<file path="src/rtl/gpio_checkpoint_seq.sv">
// Checkpoint sequencer: matches firmware status on obs_hi against a programmed table
// and answers on resp_lo after a per-step delay. Define CHKSEQ_STABLE_EN for 2-edge match filtering.
module gpio_checkpoint_seq #(
    parameter int CHK_W = 8,
    parameter int DEPTH = 16,
    parameter int DLY_W = 12,
    parameter int TMO_W = 16
) (
    input  logic                       clock,
    input  logic                       reset,
    input  logic                       prog_we,
    input  logic [$clog2(DEPTH)-1:0]   prog_addr,
    input  logic [CHK_W-1:0]           prog_expect,
    input  logic [CHK_W-1:0]           prog_resp,
    input  logic [DLY_W-1:0]           prog_delay,
    input  logic [$clog2(DEPTH):0]     num_steps,
    input  logic [TMO_W-1:0]           timeout,
    input  logic                       start,
    input  logic [CHK_W-1:0]           obs_hi,
    output logic [CHK_W-1:0]           resp_lo,
    output logic                       resp_oe,
    output logic                       busy,
    output logic                       pass,
    output logic                       fail,
    output logic [$clog2(DEPTH)-1:0]   fail_step,
    output logic [$clog2(DEPTH)-1:0]   step
);

    localparam int AW = $clog2(DEPTH);

    localparam logic [AW:0]      NUM_ZERO  = {(AW+1){1'b0}};
    localparam logic [AW:0]      NUM_ONE   = {{AW{1'b0}}, 1'b1};
    localparam logic [AW-1:0]    STEP_ZERO = {AW{1'b0}};
    localparam logic [AW-1:0]    STEP_ONE  = {{(AW-1){1'b0}}, 1'b1};
    localparam logic [TMO_W-1:0] TMO_ZERO  = {TMO_W{1'b0}};
    localparam logic [TMO_W-1:0] TMO_ONE   = {{(TMO_W-1){1'b0}}, 1'b1};
    localparam logic [DLY_W-1:0] DLY_ZERO  = {DLY_W{1'b0}};
    localparam logic [DLY_W-1:0] DLY_ONE   = {{(DLY_W-1){1'b0}}, 1'b1};
    localparam logic [CHK_W-1:0] CHK_ZERO  = {CHK_W{1'b0}};

    typedef enum logic [2:0] {
        S_IDLE       = 3'd0,
        S_WAIT_MATCH = 3'd1,
        S_DELAY      = 3'd2,
        S_DONE_PASS  = 3'd3,
        S_DONE_FAIL  = 3'd4
    } state_t;

    state_t           r_state;
    logic [CHK_W-1:0] r_expect [DEPTH];
    logic [CHK_W-1:0] r_resp   [DEPTH];
    logic [DLY_W-1:0] r_delay  [DEPTH];

    logic [AW:0]      r_num;
    logic [TMO_W-1:0] r_tmo_lat;
    logic [TMO_W-1:0] r_tmo_cnt;
    logic [DLY_W-1:0] r_dly_cnt;
    logic [AW-1:0]    r_step;
    logic [AW-1:0]    r_fail_step;
    logic [CHK_W-1:0] r_resp_lo;
    logic             r_resp_oe;
    logic             r_busy;
    logic             r_pass;
    logic             r_fail;

    logic             w_not_busy;
    logic             w_eq;
    logic             w_match;
    logic             w_last;

    assign w_not_busy = (r_state == S_IDLE) || (r_state == S_DONE_PASS) || (r_state == S_DONE_FAIL);
    assign w_eq       = (obs_hi == r_expect[r_step]);
    assign w_last     = (({1'b0, r_step} + NUM_ONE) == r_num);

`ifdef CHKSEQ_STABLE_EN
    logic r_eq_prev;

    // Remember whether the previous waiting edge already saw a match; cleared outside WAIT_MATCH.
    always_ff @(posedge clock) begin
        if (reset) begin
            r_eq_prev <= 1'b0;
        end else if (r_state == S_WAIT_MATCH) begin
            r_eq_prev <= w_eq;
        end else begin
            r_eq_prev <= 1'b0;
        end
    end

    assign w_match = w_eq & r_eq_prev;
`else
    assign w_match = w_eq;
`endif

    // Table write port; contents survive reset and are frozen while a sequence runs.
    always_ff @(posedge clock) begin
        if (prog_we && w_not_busy) begin
            r_expect[prog_addr] <= prog_expect;
            r_resp[prog_addr]   <= prog_resp;
            r_delay[prog_addr]  <= prog_delay;
        end
    end

    // Sequencer FSM with all outputs registered.
    always_ff @(posedge clock) begin
        if (reset) begin
            r_state     <= S_IDLE;
            r_num       <= NUM_ZERO;
            r_tmo_lat   <= TMO_ZERO;
            r_tmo_cnt   <= TMO_ZERO;
            r_dly_cnt   <= DLY_ZERO;
            r_step      <= STEP_ZERO;
            r_fail_step <= STEP_ZERO;
            r_resp_lo   <= CHK_ZERO;
            r_resp_oe   <= 1'b0;
            r_busy      <= 1'b0;
            r_pass      <= 1'b0;
            r_fail      <= 1'b0;
        end else begin
            case (r_state)
                S_IDLE, S_DONE_PASS, S_DONE_FAIL: begin
                    if (start) begin
                        r_step <= STEP_ZERO;
                        r_fail <= 1'b0;
                        if (num_steps == NUM_ZERO) begin
                            r_pass  <= 1'b1;
                            r_busy  <= 1'b0;
                            r_state <= S_DONE_PASS;
                        end else begin
                            r_num     <= num_steps;
                            r_tmo_lat <= timeout;
                            r_tmo_cnt <= timeout;
                            r_pass    <= 1'b0;
                            r_resp_oe <= 1'b0;
                            r_busy    <= 1'b1;
                            r_state   <= S_WAIT_MATCH;
                        end
                    end
                end
                S_WAIT_MATCH: begin
                    // A match on the same edge as expiry wins over the timeout.
                    if (w_match) begin
                        r_dly_cnt <= r_delay[r_step];
                        r_state   <= S_DELAY;
                    end else if (r_tmo_lat != TMO_ZERO) begin
                        if (r_tmo_cnt == TMO_ZERO) begin
                            r_fail      <= 1'b1;
                            r_fail_step <= r_step;
                            r_busy      <= 1'b0;
                            r_state     <= S_DONE_FAIL;
                        end else begin
                            r_tmo_cnt <= r_tmo_cnt - TMO_ONE;
                        end
                    end
                end
                S_DELAY: begin
                    if (r_dly_cnt != DLY_ZERO) begin
                        r_dly_cnt <= r_dly_cnt - DLY_ONE;
                    end else begin
                        r_resp_lo <= r_resp[r_step];
                        r_resp_oe <= 1'b1;
                        if (w_last) begin
                            r_pass  <= 1'b1;
                            r_busy  <= 1'b0;
                            r_state <= S_DONE_PASS;
                        end else begin
                            r_step    <= r_step + STEP_ONE;
                            r_tmo_cnt <= r_tmo_lat;
                            r_state   <= S_WAIT_MATCH;
                        end
                    end
                end
                default: begin
                    r_state <= S_IDLE;
                end
            endcase
        end
    end

    assign resp_lo   = r_resp_lo;
    assign resp_oe   = r_resp_oe;
    assign busy      = r_busy;
    assign pass      = r_pass;
    assign fail      = r_fail;
    assign fail_step = r_fail_step;
    assign step      = r_step;

endmodule

</file>
<file path="config.mk">
export PLATFORM = sky130hd
export DESIGN_NAME = gpio_checkpoint_seq
export DESIGN_NICKNAME = d
export VERILOG_FILES = /design/src/rtl/gpio_checkpoint_seq.sv
export SDC_FILE = /design/constraint.sdc
export NUM_CORES = 1
export LEC_CHECK = 0
export CELL_PAD_IN_SITES_DETAIL_PLACEMENT = 1
export CELL_PAD_IN_SITES_GLOBAL_PLACEMENT = 1
export CORE_MARGIN = 1.5
export CORE_UTILIZATION = 56
export CTS_CLUSTER_SIZE = 40
export DETAILED_ROUTE_END_ITERATION = 6
export HOLD_SLACK_MARGIN = 0.03
export PLACE_DENSITY = 0.94
export SYNTH_ARGS = -nofsm -noshare
export SYNTH_HDL_FRONTEND = slang
export SYNTH_SLANG_ARGS = --single-unit
</file>
<file path="constraint.sdc">
create_clock -name clock -period 10.1 [get_ports clock]
set_clock_uncertainty 0.2 [all_clocks]
set_input_delay 2.02 -clock clock [delete_from_list [all_inputs] [get_ports clock]]
set_output_delay 2.02 -clock clock [all_outputs]
set_load 0.05 [all_outputs]
</file>
Word-level counts from Yosys, hierarchy flattened
Memories as Yosys holds them, arrays and structs flattened. A register that Yosys moved wholly into a read port is not among the register bits.
Cells that the tools add are included.
W data, S select, Z words.
{ "op_classes": {"n_bitwise": 3, "div": 0, "shifts": 0, "n_eq_ne": 19, "mux": 51, "n_mul": 0, "n_reduce_logical": 24, "addsub": 4, "n_lt_le_gt_ge": 0} }
{ "op_table": {"columns": ["op", "n"], "rows": [
  ["$mux W16", 7],
  ["$pmux W16 S3", 1],
  ["$mux W4", 7],
  ["$mux W12", 2],
  ["$pmux W12 S2", 1],
  ["$ne A2 B2 Y1 const B", 11],
  ["$mux W1", 20],
  ["$reduce_and A4 Y1", 5],
  ["$logic_not A16 Y1", 1],
  ["$reduce_bool A16 Y1", 1],
  ["$sub A16 B1 Y16 const B", 1],
  ["$mux W3", 5],
  ["$reduce_bool A12 Y1", 1],
  ["$sub A12 B1 Y12 const B", 1],
  ["$pmux W3 S3", 1],
  ["$eq A8 B8 Y1", 1],
  ["$pmux W4 S2", 1],
  ["$reduce_and A8 Y1", 1],
  ["$reduce_and A7 Y1", 1],
  ["$eq A3 B2 Y1 const B", 2],
  ["$ne A3 B3 Y1 const B", 2],
  ["$pmux W1 S2", 3],
  ["$reduce_and A3 Y1", 2],
  ["$reduce_bool A2 Y1", 3],
  ["other kinds (16)", 20]
]} }
{ "word_totals": {"ff_bits": 64, "memories": 3, "latch_bits": 0, "ram_bits": 448, "inputBits": 65, "elab_cells": 115, "mem_bits_ro": 0, "output_inout_bits": 20} }
{ "memory_table": {"columns": ["name", "words", "width", "read_ports", "rd_ports_with_merged_regs", "wr", "line_no", "rtl"], "rows": [
  ["r_delay", 16, 12, 1, 1, 1, "52", "logic [DLY_W-1:0] r_delay [DEPTH];"],
  ["r_expect", 16, 8, 1, 1, 1, "50", "logic [CHK_W-1:0] r_expect [DEPTH];"],
  ["r_resp", 16, 8, 1, 1, 1, "51", "logic [CHK_W-1:0] r_resp [DEPTH];"]
]} }

Depth between registers and ports, before layout
Gate-level depths: netlist (run 1).
{ "depth": {"depth_word": 7, "depth_mapped": 13, "depth_no_buf": 10} }

Worst setup path after synthesis (run 1)
No wires, ideal clock.
{ "synth_path": {"path_kind": "input port to flip-flop", "startpoint": "input port prog_addr[3]", "endpoint": "memory r_delay[0][0], enable pin", "cell_stages": 2, "n_path_buf": 0, "setup_slack_ps": 5060, "arrival_time_ps": 4391, "path_cell_list": "or3_1 > nor3_1"} }
{ "synth_lines": {"columns": ["element", "line_no", "rtl"], "rows": [
  ["start, declared", "12", "input logic [$clog2(DEPTH)-1:0] prog_addr,"],
  ["end, declared", "52", null]
]} }
No word-level cell before the write port.

Final worst setup path (run 1)
{ "layout_path": {"startpoint": "input port start", "endpoint": "register r_tmo_cnt[15]"} }
{ "layout_via": {"elab_chain_len": 2} }
{ "layout_lines": {"columns": ["element", "line_no", "rtl"], "rows": [
  ["start, declared", "18", "input logic start,"],
  ["$ne A2 B2 Y1 (no source line)", null, null],
  ["$reduce_and A8 Y1 (no source line)", null, null],
  ["end signal, assigned", "131", "r_tmo_cnt <= timeout;"],
  ["end signal, assigned", "151", "r_tmo_cnt <= r_tmo_cnt - TMO_ONE;"],
  ["end signal, assigned", "167", "r_tmo_cnt <= r_tmo_lat;"],
  ["end, declared", "56", "logic [TMO_W-1:0] r_tmo_cnt;"]
]} }
No other way between the ends.
A chain may end at the register's enable or synchronous reset.

==> results of run 1 <==
tightest hold or removal path: cells and delay by family, from the launching register on:
family | cells | cell delay [ps]
AO/OA/AOI/OAI | 1 | 50
flip-flops | 1 | 330
AND/OR/NAND/NOR | 1 | 60
per-stage QoR:
| stage | worst slack, ps | hold slack (ps) | util, % | power [mW] |
|---|---|---|---|---|
| 6_report | 4990 | 284 | 66.1 | 4.76 |
| 4_1_cts | 4700 | 279 | 66.1 | 4.75 |
| 3_3_place_gp | 4620 | 255 | 61.1 | 2.66 |
| 2_1_floorplan | 5060 | 243 | - | 2.57 |
| 3_5_place_dp | 4210 | 271 | 61.1 | 2.68 |
| 5_1_grt | 4840 | 305 | 66.1 | 4.84 |
layout by cell type, fill, tap and decap left out, types with 6 or more instances in the layout:
cell / count
or3_1: 9
dfxtp_1: 72
a21oi_1: 44
edfxtp_1: 448
mux2i_1: 31
mux4_2: 123
nand3_1: 10
a22oi_1: 14
clkbuf_8: 6
nor2_4: 12
o32ai_1: 8
nor3_1: 30
clkinv_1: 7
nor2_1: 66
buf_4: 23
nor4_1: 6
nand2_1: 80
bufinv_16: 7
o21ai_0: 16
inv_1: 8
nand4_1: 6
xnor2_1: 16
clkbuf_1: 10
a221oi_1: 13
xor2_1: 14
clkdlybuf4s50_1: 83
clkbuf_16: 54
o21a_1: 11
final cells by class:
class / count / area, µm²
multi-input combinational: 597 / 5870
fill: 3088 / 12500
clock buffer: 70 / 1470
sequential: 524 / 15000
timing repair buffer: 107 / 1010
clock inverter: 29 / 355
tap: 468 / 586
inverter: 8 / 30.0
cells in the mapped netlist (3+ instances only):
| library cell | instances | area [µm²] |
|---|---|---|
| a22oi_1 | 14 | 105 |
| or4_1 | 4 | 30.0 |
| o211ai_1 | 3 | 22.5 |
| dfxtp_1 | 76 | 1520 |
| nor2_1 | 79 | 297 |
| and3_1 | 5 | 31.3 |
| ha_1 | 4 | 50.1 |
| nand2_1 | 80 | 300 |
| xnor2_1 | 16 | 140 |
| mux4_2 | 123 | 2770 |
| mux2_2 | 5 | 56.3 |
| nor4_1 | 6 | 37.5 |
| o21a_1 | 11 | 82.6 |
| a21oi_1 | 44 | 220 |
| o211a_1 | 3 | 30.0 |
| buf_1 | 4 | 15.0 |
| buf_2 | 12 | 60.1 |
| o32ai_1 | 8 | 70.1 |
| buf_6 | 3 | 33.8 |
| xor2_1 | 14 | 123 |
| nand4_1 | 6 | 37.5 |
| o21ai_0 | 17 | 85.1 |
| nand2b_1 | 5 | 31.3 |
| mux2i_1 | 31 | 310 |
| mux4_1 | 3 | 78.8 |
| nor2b_1 | 5 | 31.3 |
| a211oi_1 | 5 | 37.5 |
| nor3_1 | 34 | 170 |
| or3_1 | 9 | 56.3 |
| a221oi_1 | 13 | 114 |
| edfxtp_1 | 448 | 13500 |
| nand3_1 | 10 | 50.1 |
| clkbuf_1 | 43 | 161 |
| inv_1 | 8 | 30.0 |
sequential cells by signal, indices dropped and copies added (netlist names), named ones only:
signal and flops:
pass 1, busy 1, resp_oe 1, r_state 3
r_expect 128, r_dly_cnt 12, r_delay 192, r_tmo_lat 16
fail 1, r_tmo_cnt 16, fail_step 4, step 4
r_resp 128, resp_lo 8, r_num 5
per-layer routing:
layer | track usage (%) | wire [µm]
met5 | 0 | 23
met3 | 6.90 | 6040
met2 | 56.1 | 31800
met4 | 18.0 | 3820
met1 | 44.7 | 23700
how the worst min path moves through the flow:
stage	to	slack [ps]	depth (start not counted)
global placement	r_dly_cnt[4]	260	2
CTS	r_tmo_lat[4]	280	2
global route	r_tmo_lat[8]	300	2
detailed placement	r_tmo_lat[4]	270	2
floorplan	r_dly_cnt[4]	240	2
finish	r_tmo_lat[5]	280	2
power by group:
group	internal (mW)	total (mW)	switching [mW]
Combinational	0.0844	0.248	0.163
Sequential	2.38	2.41	0.0296
Clock	1.21	2.11	0.894
kinds of logic (layout without fill, tap and decap cells):
group,after synthesis,after routing,synth area share (%)
flip-flops,524,524,71.1
AND/OR/NAND/NOR,256,256,5.60
multiplexers,162,162,15.3
AO/OA/AOI/OAI,145,145,4.97
buffers and inverters,72,214,1.53
XOR/XNOR,30,30,1.25
adder cells (fa/ha/maj),4,4,0.238
==> impl_summary.log, run 1 <==
[metrics] remaining number of nets flagged by the antenna check after routing: 0
[metrics] Slew Limit Fails: 0
[metrics] Slowest-stage cell, CP: nor2_2
[metrics] CP Class: in -> reg
[metrics] final wirelength: approximately 65 mm
[metrics] Top-Level Pins: 85
[metrics] post_cts resized: 0
[metrics] most numerous cell on the critical path: a21oi_1
[metrics] synthesized flop and latch total: approximately 520
[metrics] endpoint kind of the worst setup timing path: register
[metrics] placed cell area: 22500 µm²
[metrics] clock edge transition at the registers on the reported setup and hold paths: 70 ps
[metrics] gate count after technology mapping: ~1200
[metrics] n_diodes: 0
[metrics] count of non-filler cells in the finished layout: 1803
[metrics] critical path peak fanout: 23
[metrics] required time of the worst setup path: ~10000 ps
[metrics] antenna violations before repair: 2
[metrics] largest net degree at the start of global routing: 71
[metrics] worst voltage drop across the vdd grid: 0.000130 V
[metrics] reg2reg start: r_dly_cnt[0]
[metrics] Yosys warning count: 0
[metrics] post-synth net total: approximately 1300
[metrics] total negative slack for setup checks: 0 ps
[metrics] count of endpoints failing hold in the final timing report: 0
[metrics] CTS root buf: clkbuf_16
[metrics] register-to-register path setup slack: 5220 ps
[metrics] via count of the first global-routing pass: 13700
[metrics] number of clock buffers inserted by TritonCTS: 53
[metrics] Longest Clk Path Bufs: 3
[metrics] mapped cell area: 21100 µm²
[metrics] endpoint of the lowest-slack register-to-register path: r_tmo_cnt[15]
[metrics] share of layout cells above drive strength 1: 19.9%
[metrics] hold_sp: r_tmo_lat[5]
[metrics] effective utilization at floorplan: a little under three fifths
[metrics] sequential element share of the synthesized area: between 70% and 80%
[metrics] maximum clock frequency: 196 MHz
[metrics] Slew headroom: 13.4%
[metrics] total buffers and inverters traversed by the critical path: 1
[metrics] reg2reg path depth: 10
[metrics] number of post-CTS setup repair buffers: 0
[metrics] cell area power density: 196 nW/µm²
[metrics] net count reported at finish: 1360
[metrics] core footprint: ~37000 µm²
[metrics] arrival time of the worst setup path: between 5000 and 6000 ps
[metrics] via count: 13000
[metrics] cell family with most CP delay: simple AND/OR/NAND/NOR gates
[metrics] max capacitance violation total: 0
[metrics] per-cell via count in the routed design: 7.23
[metrics] series of cell instances along the critical path: clkdlybuf4s50_1 -> a21oi_1 -> a21oi_1 -> a21boi_1 -> nand3_1 -> nor2_2 -> nor2_1 -> o31ai_1
[metrics] logic depth of the worst setup path including buffers: 8
[metrics] number of buffers added on ports: 84
[metrics] global route total overflow: 0
[metrics] clk_lat worst skew: 620 ps
[metrics] delay of the slowest cell on the worst path: just under 800 ps
[metrics] post-detailed-route wirelength per cell: 36.2 µm
[metrics] clock tree from TritonCTS: built
[metrics] number of clock sinks: roughly 520
[metrics] first-pass iteration count of the detailed router: 5
[metrics] global-route wire length before repair: 94.9 mm
[metrics] Final Critical Period: 5110 ps
[metrics] Netlist cell types: 67
[metrics] unrepaired setup endpoints after global routing: no
[metrics] cts hold-fix bufs: 0
[metrics] standard-cell row count: 70
[metrics] path type of the worst min-delay path: reg -> reg
[metrics] crit path launch type: input pin
[metrics] EDFF count, synth: between 400 and 500
[metrics] final period utilization: 50.6%
[metrics] area grow syn2layout: 15.4%
[metrics] post-DP HPWL: ~34 mm
[metrics] number of violations reported at the end of detailed-routing iteration 0: between 1500 and 2000
[metrics] async set-or-reset flop fraction in the synthesized netlist: 0%
[metrics] Final Instance Area: 24300 µm²
[metrics] static power due to leakage: around 7.7 nW
[metrics] slew of the pin with the lowest slew margin: 1300 ps
[metrics] H-tree Lvls: 2
[metrics] Post-synth top flop: edfxtp_1
[metrics] cell total after placement: roughly 1700
[metrics] die height: 197 µm
[metrics] width of the die: 197 µm
[metrics] status: complete, no violations
[metrics] launching element of the worst setup path: start
[metrics] mean instance size in the synthesized netlist: 17.6 µm²
[metrics] routability cong.: 0.831
[metrics] DR DRC count: 0
[metrics] total global routing track utilization: 34.6%
[metrics] Final Setup Violations: 0
[metrics] Die Outline Area: between 30000 and 40000 µm²
[metrics] Worst setup endpoint: r_tmo_cnt[15]
No activity file was read; power rests on OpenSTA's default activity.
==> inputs of run 2 (changes only) <==
--- a/config.mk
+++ b/config.mk
@@ -8,11 +8,11 @@
 export CELL_PAD_IN_SITES_DETAIL_PLACEMENT = 1
 export CELL_PAD_IN_SITES_GLOBAL_PLACEMENT = 1
 export CORE_MARGIN = 1.5
-export CORE_UTILIZATION = 56
+export CORE_UTILIZATION = 47
 export CTS_CLUSTER_SIZE = 40
 export DETAILED_ROUTE_END_ITERATION = 6
 export HOLD_SLACK_MARGIN = 0.03
-export PLACE_DENSITY = 0.94
+export PLACE_DENSITY = 0.85
 export SYNTH_ARGS = -nofsm -noshare
 export SYNTH_HDL_FRONTEND = slang
 export SYNTH_SLANG_ARGS = --single-unit
==> constraint.sdc (replaced) <==
create_clock -name clock -period 4.65 [get_ports clock]
set_clock_uncertainty 0.2 [all_clocks]
set_input_delay 0.93 -clock clock [delete_from_list [all_inputs] [get_ports clock]]
set_output_delay 0.93 -clock clock [all_outputs]
set_load 0.05 [all_outputs]
==> run 2 against run 1 <==
Critical path depth is the same. Clock-buffer cell count shrank 9. Sequential share of layout area shrank 0.37 points. Wire length shrank 13%. Power grew 110%. Non-clock buffer count grew 15. Core utilization shrank 11 points. Critical path type is now reg -> reg. Largest power group unchanged.
==> impl_summary.log, run 2 (same netlist as run 1, synthesis figures left out) <==
[metrics] status: complete, no violations
[metrics] Final Setup Violations: 0
[metrics] cts hold-fix bufs: 0
[metrics] total global routing track utilization: 25.0%
[metrics] required time of the worst setup path: 4860 ps
[metrics] endpoint kind of the worst setup timing path: register
[metrics] static power due to leakage: 7.68 nW
[metrics] number of post-CTS setup repair buffers: 0
[metrics] via count of the first global-routing pass: 13100
[metrics] Longest Clk Path Bufs: 3
[metrics] count of endpoints failing hold in the final timing report: 0
[metrics] per-cell via count in the routed design: approximately 6.3
[metrics] number of flip-flops under the largest register name: 192
[metrics] via count: 12200
[metrics] Die Outline Area: 46100 µm²
[metrics] most used cells in the layout excluding fill and tap cells: edfxtp_1, mux4_2, clkdlybuf4s50_1, nand2_1, dfxtp_1
[metrics] final wirelength: 56.9 mm
[metrics] hold_sp: r_num[3]
[metrics] effective utilization at floorplan: a little under half
[metrics] Hold Path Cell Cnt: 2
[metrics] share of layout cells above drive strength 1: 20.3%
[metrics] Top-Level Pins: 85
[metrics] most common cell after layout, fill and taps aside: edfxtp_1
[metrics] first-pass iteration count of the detailed router: 5
[metrics] H-tree Lvls: 2
[metrics] number of buffers added on ports: 84
[metrics] maximum clock frequency: 233 MHz
[metrics] Slew Limit Fails: 0
[metrics] DR DRC count: 0
[metrics] largest net degree at the start of global routing: between 50 and 60
[metrics] setup slack after layout: 356 ps
[metrics] global-route wire length before repair: 85.0 mm
[metrics] reg2reg path depth: 8
[metrics] remaining number of nets flagged by the antenna check after routing: 0
[metrics] setup slack after placement: approximately 470 ps
[metrics] post-DP HPWL: approximately 33 mm
[metrics] path type of the worst min-delay path: reg -> reg
[metrics] antenna violations before repair: 1
[metrics] register-to-register path setup slack: 360 ps
[metrics] area grow syn2layout: 16.1%
[metrics] critical path peak fanout: 23
[metrics] total negative slack for setup checks: 0 ps
[metrics] endpoint of the lowest-slack register-to-register path: r_dly_cnt[9]
[metrics] Most flops, register: r_delay
[metrics] crit path launch type: register
[metrics] clock tree from TritonCTS: built
[metrics] Slew headroom: 36.2%
[metrics] unrepaired setup endpoints after global routing: no
[metrics] end point of the most critical hold path: r_num[3]
[metrics] cell total after placement: 1843
[metrics] Final Critical Period: 4290 ps
[metrics] net count reported at finish: about 1400
[metrics] delay of the slowest cell on the worst path: 790 ps
[metrics] width of the die: 215 µm
[metrics] cell area power density: 406 nW/µm²
[metrics] standard-cell row count: slightly below 80
[metrics] CTS root buf: clkbuf_16
[metrics] worst voltage drop across the vdd grid: roughly 0.00031 V
[metrics] max capacitance violation total: 0
[metrics] post_cts resized: 0
[metrics] routability cong.: between 0.8 and 0.9
[metrics] number of clock buffers inserted by TritonCTS: 52
[metrics] core footprint: roughly 44000 µm²
[metrics] arrival time of the worst setup path: between 4000 and 5000 ps
[metrics] Slowest-stage cell, CP: dfxtp_2
[metrics] number of clock sinks: 524
[metrics] biggest registers after layout: r_delay: 192 flops, r_expect: 128 flops, r_resp: 128 flops
[metrics] clk_lat worst skew: roughly 590 ps
[metrics] global route total overflow: 0
[metrics] CP Class: reg -> reg
[metrics] post-detailed-route wirelength per cell: 29.4 µm
[metrics] series of cell instances along the critical path: buf_4 -> mux4_2 -> mux2i_1 -> xnor2_1 -> o41ai_4 -> nand4_1 -> a21oi_1 -> o32ai_1
[metrics] count of non-filler cells in the finished layout: roughly 1900
[metrics] final period utilization: between 90% and 100%
[metrics] clock edge transition at the registers on the reported setup and hold paths: 60 ps
[metrics] number of violations reported at the end of detailed-routing iteration 0: around 1200
[metrics] n_diodes: 0
[metrics] die height: ~210 µm
[metrics] slew of the pin with the lowest slew margin: around 950 ps
-- run 2: cell types whose count changed in the layout (fill, tap and decap cells not counted), moves of 2 or more --
cell | previous run | this run
inv_8 | 0 | 2
clkbuf_1 | 10 | 8
buf_12 | 0 | 2
clkbuf_8 | 6 | 0
clkinv_1 | 7 | 11
buf_4 | 23 | 36
inv_6 | 3 | 0
clkinv_2 | 5 | 11
clkinv_4 | 2 | 0
-- run 2: per-layer routing --
layer	track usage, %	wire, µm
met2	42.6	29000
met3	4.98	3930
met4	10.5	2200
met5	0	13
met1	31.2	21800
-- run 2: area by class of cell --
class,count,area (µm²)
Fill cell,3964,19800
Multi-Input combinational cell,597,5860
Timing Repair Buffer,122,1150
Clock inverter,34,327
Tap cell,592,741
Sequential cell,524,15000
Inverter,8,30.0
Clock buffer,61,1360
-- run 2: how the worst max path moves through the flow --
stage	from	to	slack, ps
6_report	register	r_dly_cnt[9]	360
2_1_floorplan	prog_addr[3]	r_delay[0][0]	700
3_3_place_gp	obs_hi[2]	r_dly_cnt[1]	690
4_1_cts	register	r_dly_cnt[9]	470
5_1_grt	register	r_dly_cnt[9]	230
3_5_place_dp	obs_hi[2]	r_dly_cnt[0]	470
-- run 2: critical path: cells and delay by family (launching register included) --
kind / cells / cell delay (ps)
AOI/OAI and AO/OA: 3 / 1360
DFF: 1 / 790
and+or+nand+nor: 1 / 710
muxes: 2 / 550
buffers and inverters: 1 / 300
xor gates and xnor gates: 1 / 170
-- run 2: report_power, final --
part           switching, mW  internal, mW  total [mW]
combinational          0.325         0.187       0.512
clock                   1.78          2.42        4.20
sequential            0.0534          5.17        5.23
total                   2.16          7.78        9.94
-- run 2: metrics by stage --
stage,cell area [µm²],power (mW),util [%],hold WS (ps)
floorplan,21100,5.58,-,243
global placement,22800,5.78,51.5,257
detailed placement,22800,5.82,51.5,269
CTS,24400,9.98,55.3,278
global route,24400,10.2,55.3,307
finish,24400,9.94,55.3,279
==> inputs of run 3 (changes only) <==
--- a/config.mk
+++ b/config.mk
@@ -5,12 +5,13 @@
 export SDC_FILE = /design/constraint.sdc
 export NUM_CORES = 1
 export LEC_CHECK = 0
-export CELL_PAD_IN_SITES_DETAIL_PLACEMENT = 1
+export CELL_PAD_IN_SITES_DETAIL_PLACEMENT = 0
 export CELL_PAD_IN_SITES_GLOBAL_PLACEMENT = 1
 export CORE_MARGIN = 1.5
 export CORE_UTILIZATION = 47
 export CTS_CLUSTER_SIZE = 40
 export DETAILED_ROUTE_END_ITERATION = 6
+export GPL_TIMING_DRIVEN = 0
 export HOLD_SLACK_MARGIN = 0.03
 export PLACE_DENSITY = 0.85
 export SYNTH_ARGS = -nofsm -noshare
==> run 3 against run 2 <==
The flow now finishes with violations (DRC). Design area increased by 2.0%. Setup slack improved by 270 ps. Cell count up 2.5%. Sequential share of layout area decreased by 1.3 points. Clock power increased by 5.0%. Critical path depth rose by 3. Wire length shrank 11%. Critical path type unchanged. Highest routed layer unchanged.
==> impl_summary.log, run 3 (same netlist as run 1, synthesis figures left out) <==
[metrics] status: finished, violations left
[metrics] failing checks: DRC
[metrics] arrival time of the worst setup path: approximately 4300 ps
[metrics] clock network fraction of total power: 43.5%
[metrics] worst voltage drop across the vdd grid: roughly 0.00022 V
[metrics] width of the die: 215 µm
[metrics] DR DRC count: 12
[metrics] via count: 11900
[metrics] H-tree Lvls: 2
[metrics] cts hold-fix bufs: 0
[metrics] area grow syn2layout: 18.5%
[metrics] unrepaired setup endpoints after global routing: no
[metrics] routability cong.: 0.863
[metrics] number of buffers added on ports: 83
[metrics] Die Outline Area: around 46000 µm²
[metrics] Most flops, register: r_delay
[metrics] Final Setup Violations: 0
[metrics] via count of the first global-routing pass: 12200
[metrics] number of post-CTS setup repair buffers: 0
[metrics] standard-cell row count: a little under 80
[metrics] global-route wire length before repair: 76.2 mm
[metrics] end point of the most critical hold path: r_dly_cnt[4]
[metrics] required time of the worst setup path: ~4900 ps
[metrics] total global routing track utilization: 22.2%
[metrics] share of layout cells above drive strength 1: 19.4%
[metrics] Slew Limit Fails: 0
[metrics] slew of the pin with the lowest slew margin: ~1000 ps
[metrics] global route total overflow: 0
[metrics] power share of the sequential group: 51.5%
[metrics] Final Hold Slack: 276 ps
[metrics] biggest registers after layout: r_delay: 192 flops, r_expect: 128 flops, r_resp: 128 flops
[metrics] crit path launch type: register
[metrics] antenna violations before repair: 2
[metrics] placed cell area: about 23000 µm²
[metrics] Total Power: 10.1 mW
[metrics] CP Class: reg -> reg
[metrics] clock tree from TritonCTS: built
[metrics] net count reported at finish: about 1400
[metrics] portion of total power attributed to combinational logic: 5.0%
[metrics] register-to-register path setup slack: 620 ps
[metrics] final wirelength: 50.6 mm
[metrics] max capacitance violation total: 0
[metrics] final period utilization: a little under 90%
[metrics] critical path peak fanout: 10
[metrics] path type of the worst min-delay path: reg -> reg
[metrics] largest net degree at the start of global routing: 23
[metrics] clock edge transition at the registers on the reported setup and hold paths: 60 ps
[metrics] per-cell via count in the routed design: approximately 6
[metrics] effective utilization at floorplan: 47.6%
[metrics] endpoint of the lowest-slack register-to-register path: r_dly_cnt[11]
[metrics] reg2reg path depth: 11
[metrics] die height: roughly 210 µm
[metrics] most used cells in the layout excluding fill and tap cells: edfxtp_1, mux4_2, clkdlybuf4s50_1, nand2_1, dfxtp_1
[metrics] Final Instance Area: 24900 µm²
[metrics] remaining number of nets flagged by the antenna check after routing: 0
[metrics] hold_sp: r_dly_cnt[4]
[metrics] core footprint: 44200 µm²
[metrics] most common cell after layout, fill and taps aside: edfxtp_1
[metrics] Slew headroom: 31.7%
[metrics] number of clock sinks: ~520
[metrics] post-DP HPWL: 33.0 mm
[metrics] Hold Path Cell Cnt: 2
[metrics] number of violations reported at the end of detailed-routing iteration 0: 1334
[metrics] maximum clock frequency: ~250 MHz
[metrics] Longest Clk Path Bufs: 3
[metrics] CTS root buf: clkbuf_16
[metrics] clk_lat worst skew: 570 ps
[metrics] cell area power density: between 400 and 500 nW/µm²
[metrics] Top-Level Pins: between 80 and 90
[metrics] number of clock buffers inserted by TritonCTS: 50
[metrics] Sw Ratio: 20.5%
[metrics] total internal power: 8.05 mW
[metrics] static power due to leakage: 7.86 nW
[metrics] count of endpoints failing hold in the final timing report: 0
[metrics] first-pass iteration count of the detailed router: 7
[metrics] Sw Pwr: 2.08 mW
[metrics] post_cts resized: 0
[metrics] number of flip-flops under the largest register name: 192
[metrics] Final Critical Period: 4030 ps
[metrics] post-detailed-route wirelength per cell: roughly 25 µm
[metrics] Post-Route Utilization: 56.4%
[metrics] endpoint kind of the worst setup timing path: register
run 3: layout make-up:
| class | instances | area [µm²] |
|---|---|---|
| Fill cell | 3210 | 19300 |
| Timing Repair Buffer | 108 | 1260 |
| Sequential cell | 524 | 15000 |
| Clock inverter | 28 | 417 |
| Clock buffer | 65 | 1370 |
| Antenna cell | 1 | 2.50 |
| Inverter | 8 | 30.0 |
| Tap cell | 592 | 741 |
| Buffer | 64 | 293 |
| Multi-Input combinational cell | 597 | 5860 |
run 3: worst max path at each step:
stage	to	slack (ps)	depth (start not counted)
floorplan	r_delay[0][0]	700	2
global placement	r_expect[12][2]	-2550	3
detailed placement	r_dly_cnt[1]	620	9
CTS	r_dly_cnt[1]	560	9
global route	r_dly_cnt[9]	370	11
finish	r_dly_cnt[11]	620	11
run 3: worst max-delay path, cell delays in order, from the launching register on:
cell      delay [ps]
dfxtp_1          340
buf_2            230
buf_2            320
buf_4            290
clkbuf_1         610
clkbuf_1         580
mux4_2           430
mux4_2           510
nand2_1          120
o21ai_0           90
o21ai_0           70
a21oi_1           80
run 3: power groups by stage:
stage,registers [mW],clock network (mW),logic (mW)
floorplan,5.32,0,0.268
global placement,5.32,0,0.467
detailed placement,5.32,0,0.498
CTS,5.22,4.46,0.500
global route,5.23,4.62,0.550
finish,5.22,4.41,0.503
run 3: per-layer routing:
metal	wire (µm)	GRT usage, %	share of wire [%]
met3	3470	3.06	6.9
met5	17	0	0.034
met1	20300	29.9	40
met2	25500	38.0	50
met4	1320	6.43	2.6
run 3: per-stage QoR:
step           worst slack (ps)  TNS, ps  cells
6_report                    624        0   1987
5_1_grt                     369        0   1986
4_1_cts                     562        0   1986
3_5_place_dp                617        0   1893
3_3_place_gp              -2550  -419770   1868
2_1_floorplan               700        0   1193
